### src/rtl/misalign_lsu.sv
// misalign_lsu: splits misaligned halfword/word accesses into byte accesses and reassembles load data
module misalign_lsu (
  input  logic        clk,
  input  logic        rst,
  input  logic        req,
  input  logic        WE,
  input  logic        ExtSign,
  input  logic [1:0]  MemSize,
  input  logic [31:0] addr,
  input  logic [31:0] WD,
  output logic        stall,
  output logic [31:0] rdata,
  output logic        mem_WE,
  output logic        mem_ExtSign,
  output logic [1:0]  mem_MemSize,
  output logic [31:0] mem_addr,
  output logic [31:0] mem_WD,
  input  logic [31:0] mem_read
);
  typedef enum logic {IDLE, SPLIT} state_t;
  state_t      state, state_n;
  logic [1:0]  cnt, cnt_n;
  logic [23:0] acc, acc_n;
  logic        mis, last;
  logic [7:0]  wd_byte, rd_byte;
  logic [31:0] assembled;
  assign mis     = (MemSize == 2'b01 && addr[0]) || (MemSize == 2'b10 && addr[1:0] != 2'b00);
  assign last    = (MemSize == 2'b01) ? cnt == 2'd1 : cnt == 2'd3;
  assign wd_byte = WD[{cnt, 3'b000} +: 8];
  assign rd_byte = mem_read[7:0];
  // final byte arrives from memory this cycle; earlier bytes come from acc
  assign assembled = (MemSize == 2'b01) ? {{16{ExtSign & rd_byte[7]}}, rd_byte, acc[7:0]}
                                        : {rd_byte, acc};
  always_comb begin
    state_n     = state;
    cnt_n       = cnt;
    acc_n       = acc;
    stall       = 1'b0;
    rdata       = 32'h0;
    mem_WE      = WE & req;
    mem_ExtSign = ExtSign;
    mem_MemSize = MemSize;
    mem_addr    = addr;
    mem_WD      = WD;
    if (state == IDLE) begin
      if (req && !mis) begin
        rdata = mem_read;
      end else if (req) begin
        mem_MemSize = 2'b00;
        mem_ExtSign = 1'b0;
        mem_WD      = {24'h0, WD[7:0]};
        stall       = 1'b1;
        acc_n[7:0]  = rd_byte;
        state_n     = SPLIT;
        cnt_n       = 2'd1;
      end
    end else begin
      mem_MemSize = 2'b00;
      mem_ExtSign = 1'b0;
      mem_addr    = addr + {30'h0, cnt};
      mem_WD      = {24'h0, wd_byte};
      if (!req) begin
        state_n = IDLE;
        cnt_n   = 2'd0;
      end else if (!last) begin
        stall = 1'b1;
        if (cnt == 2'd1) acc_n[15:8] = rd_byte;
        else acc_n[23:16] = rd_byte;
        cnt_n = cnt + 2'd1;
      end else begin
        rdata   = WE ? 32'h0 : assembled;
        state_n = IDLE;
        cnt_n   = 2'd0;
      end
    end
    if (rst) begin
      mem_WE = 1'b0;
      stall  = 1'b0;
    end
  end
  always_ff @(posedge clk or posedge rst) begin
    if (rst) begin
      state <= IDLE;
      cnt   <= 2'd0;
      acc   <= 24'h0;
    end else begin
      state <= state_n;
      cnt   <= cnt_n;
      acc   <= acc_n;
    end
  end
endmodule

### config.mk
export PLATFORM = sky130hd
export DESIGN_NAME = misalign_lsu
export DESIGN_NICKNAME = d
export VERILOG_FILES = /design/src/rtl/misalign_lsu.sv
export SDC_FILE = /design/constraint.sdc
export NUM_CORES = 1
export LEC_CHECK = 0
export ABC_CLOCK_PERIOD_IN_PS = 6300
export BUFFER_PORTS_ARGS = -buffer_cell sky130_fd_sc_hd__buf_4
export CELL_PAD_IN_SITES_DETAIL_PLACEMENT = 0
export CELL_PAD_IN_SITES_GLOBAL_PLACEMENT = 1
export CORE_MARGIN = 5
export CORE_UTILIZATION = 25
export CTS_BUF_LIST = sky130_fd_sc_hd__clkbuf_16
export DETAILED_ROUTE_END_ITERATION = 16
export PLACE_DENSITY = 0.76
export SLEW_MARGIN = 20
export SYNTH_ARGS = -nofsm -noshare
export SYNTH_HDL_FRONTEND = slang
export SYNTH_SLANG_ARGS = --single-unit
### constraint.sdc
create_clock -name clk -period 6.3 [get_ports clk]
set_clock_uncertainty 0.1 [all_clocks]
set_input_delay 1.26 -clock clk [delete_from_list [all_inputs] [get_ports clk]]
set_output_delay 1.26 -clock clk [all_outputs]
set_load 0.1 [all_outputs]
==> metrics.csv <==
metric;value;unit
worstPathRequired;4.94;ns
fin_setup_tns;0;ns
setup_viol;0;
fp.dieH;118.7;um
path_clk_slew;0.07;ns
min_path_type;flip-flop to flip-flop;
globalplace.congestion;0.7970;
die-width;118.7;um
yosys.area.top_type;dfrtp_1;
regToRegSetupSlack;3.77;ns
cts_buffers;3;
track_usage;14.41;%
yosysWarnings;0;
min_from;acc[19]$_DFFE_PP0P_;
antenna_left;0;
p_leak;2.090;nW
hpwl;8857;um
antenna_found_initial;0;
relSlewSlack;35.24;%
slew_violations;0;
clk_latency;0.26;ns
post-cts-setup-buffers;0;
hold_buffers;0;
worstPathArrival;3.41;ns
fmax;209.7;MHz
worst_pin_slew;0.9714;ns
r2r-end;acc[8]$_DFFE_PP0P_;
status;complete, no violations;
fin_crit_sh;75.69;%
grt_pass1_wl;17080;um
fillers;1169;
synth_top_area_share;22.86;%
clk_path_buf_depth;2;
diodes;0;
die-area;14100;um2
max-cap-violations;0;
drc;0;
syn_area_per_cell;9.264;um2
overflow;0;
rows;39;
crit_fanout;29;
peakVddDrop;0.1155;mV
hold_depth;1;
vias_per_cell;4.916;
core;11520;um2
placed_cells;650;
drtIter0Drc;158;
final_net_count;620;
synth.net_count;427;
synth.cell_area;2955;um2
ys_seq_area_share;22.86;%
hold_viol_final;0;
placed_area;4589;um2
grt_max_degree;33;
cts_resized;0;
min_to;acc[19]$_DFFE_PP0P_;
finish.instance_area;4672;um2
cts_tree;yes;
rsz0062_at_grt;false;
ys_ff_latch;27;
clockRootBuffer;clkbuf_16;
drive_gt1_share;48.73;%
dr.pass1.iters;4;
layout_min_cycle_time;4.768;ns
final_util;40.57;%
htree_levels;1;
synthTopCellsByArea;dfrtp_1, o2bb2ai_2, mux2_1, xnor2_1, and2_1;
finalNonFillerCells;654;
io_pins;204;
ff2ff_path_depth;5;
wirelength;10820;um
clock_sinks;27;
p_per_area;311.9;nW/um2
initial_core_util;25.66;%
grt_pass1_vias;3443;
syn2layout_area_growth;58.09;%
wire_per_inst;16.54;um
yosysUniqueCellTypes;44;
multi_input_area;2166;um2
seq_area;675.6;um2
syn_inst;319;
port_buffers;203;
vias;3215;
crit_path_start_kind;flip-flop;
path_class;flip-flop to output pin;
endpoint_kind;output pin;
worstReg2RegStart;cnt[0]$_DFFE_PP0P_;
-- placed cells by master, fill, tap and decap left out, types with 2 or more instances in the layout --
cell type	instances
nand2b_1	3
buf_4	206
nor4_4	2
nor3_2	4
nand2_1	16
a21oi_1	12
clkbuf_16	3
ha_1	4
and2_1	28
nor2_1	21
and4_1	3
nand3b_1	10
xor2_1	5
mux2_2	9
o21ai_0	8
mux2i_1	8
o22ai_1	9
a22o_1	9
o2bb2ai_1	7
inv_1	5
xnor2_1	26
nand3_1	11
nand4b_1	2
and3_1	6
dfrtp_1	27
o2bb2ai_2	18
mux2_1	24
nand4_1	10
-- power breakdown --
part | switching [mW] | internal, mW
clock network | 0.0599 | 0.0863
logic | 0.722 | 0.274
registers | 0.0696 | 0.246
total | 0.851 | 0.606
-- through the flow --
| stage | hold WS (ns) | power [mW] | setup WS (ns) |
|---|---|---|---|
| 2_1_floorplan | 0.3574 | 1.087 | 0.8702 |
| 3_3_place_gp | 0.3685 | 1.311 | 1.642 |
| 3_5_place_dp | 0.3760 | 1.322 | 1.563 |
| 4_1_cts | 0.3909 | 1.473 | 1.470 |
| 5_1_grt | 0.4006 | 1.526 | 1.269 |
| 6_report | 0.3879 | 1.457 | 1.532 |
-- worst max-delay path: stages (launching register included) --
cell and delay [ns]:
dfrtp_1 0.96, ha_1 0.33, inv_1 0.06, fa_1 0.43
nor3_2 0.62, nand3_1 0.20, xnor2_1 0.22, buf_4 0.32
-- worst max-delay path by stage --
stage	startpoint	to	slack (ns)	cells past startpoint
after CTS	cnt[0]$_DFFE_PP0P_	mem_addr[22]	1.47	7
after floorplan	addr[0]	mem_addr[26]	0.87	6
final	cnt[0]$_DFFE_PP0P_	mem_addr[22]	1.53	7
after global routing	cnt[0]$_DFFE_PP0P_	mem_addr[22]	1.27	7
after detailed placement	addr[0]	mem_addr[22]	1.56	8
after global placement	addr[0]	mem_addr[28]	1.64	8
-- final cells by class --
cell class	count	share of cell area, %
multi-input cells	268	46.36
repair buffers	206	33.10
flip-flops and latches	27	14.46
well taps	143	3.830
clock buffers	3	1.607
inverters	6	0.4821
clock inverters	1	0.1607
-- sequential cells by signal (all words and copies together) (netlist names) --
signal	count
acc	24
state	1
cnt	2
-- cell usage after synthesis, drive strengths merged --
cell type and instances:
clkbuf 8, mux2i 8, and2 28, mux2 33, nand4b 2, nor2 22, nor3 4, dfrtp 27
inv 5, o2bb2ai 25, nand3 11, o21a 1, o211ai 1, nor4 4, nand3b 10, fa 1
nor3b 1, and4 3, or3 1, ha 4, nand2 16, xor2 5, a211o 1, xnor2 26
nand2b 3, and3b 1, a21oi 13, nor2b 2, a22o 9, o21ai 8, and3 6, o22ai 9
nand4 10, clkinv 1, buf 10
-- cells by family after synthesis --
family	count (synthesis)	synth area share, %
and+or+nand+nor	124	25.78
muxes	41	15.28
adders and majority gates	5	2.371
AOI/OAI and AO/OA	67	20.45
DFF	27	22.86
xor gates and xnor gates	31	9.187
buffers and inverters	24	4.064
-- metal layers --
metal | GRT usage [%] | wire length (um)
met1 | 16.44 | 4173
met2 | 26.57 | 5561
met3 | 4.394 | 942
met4 | 2.752 | 140
met5 | 0 | 0
Power figures use the tool's default switching activity.
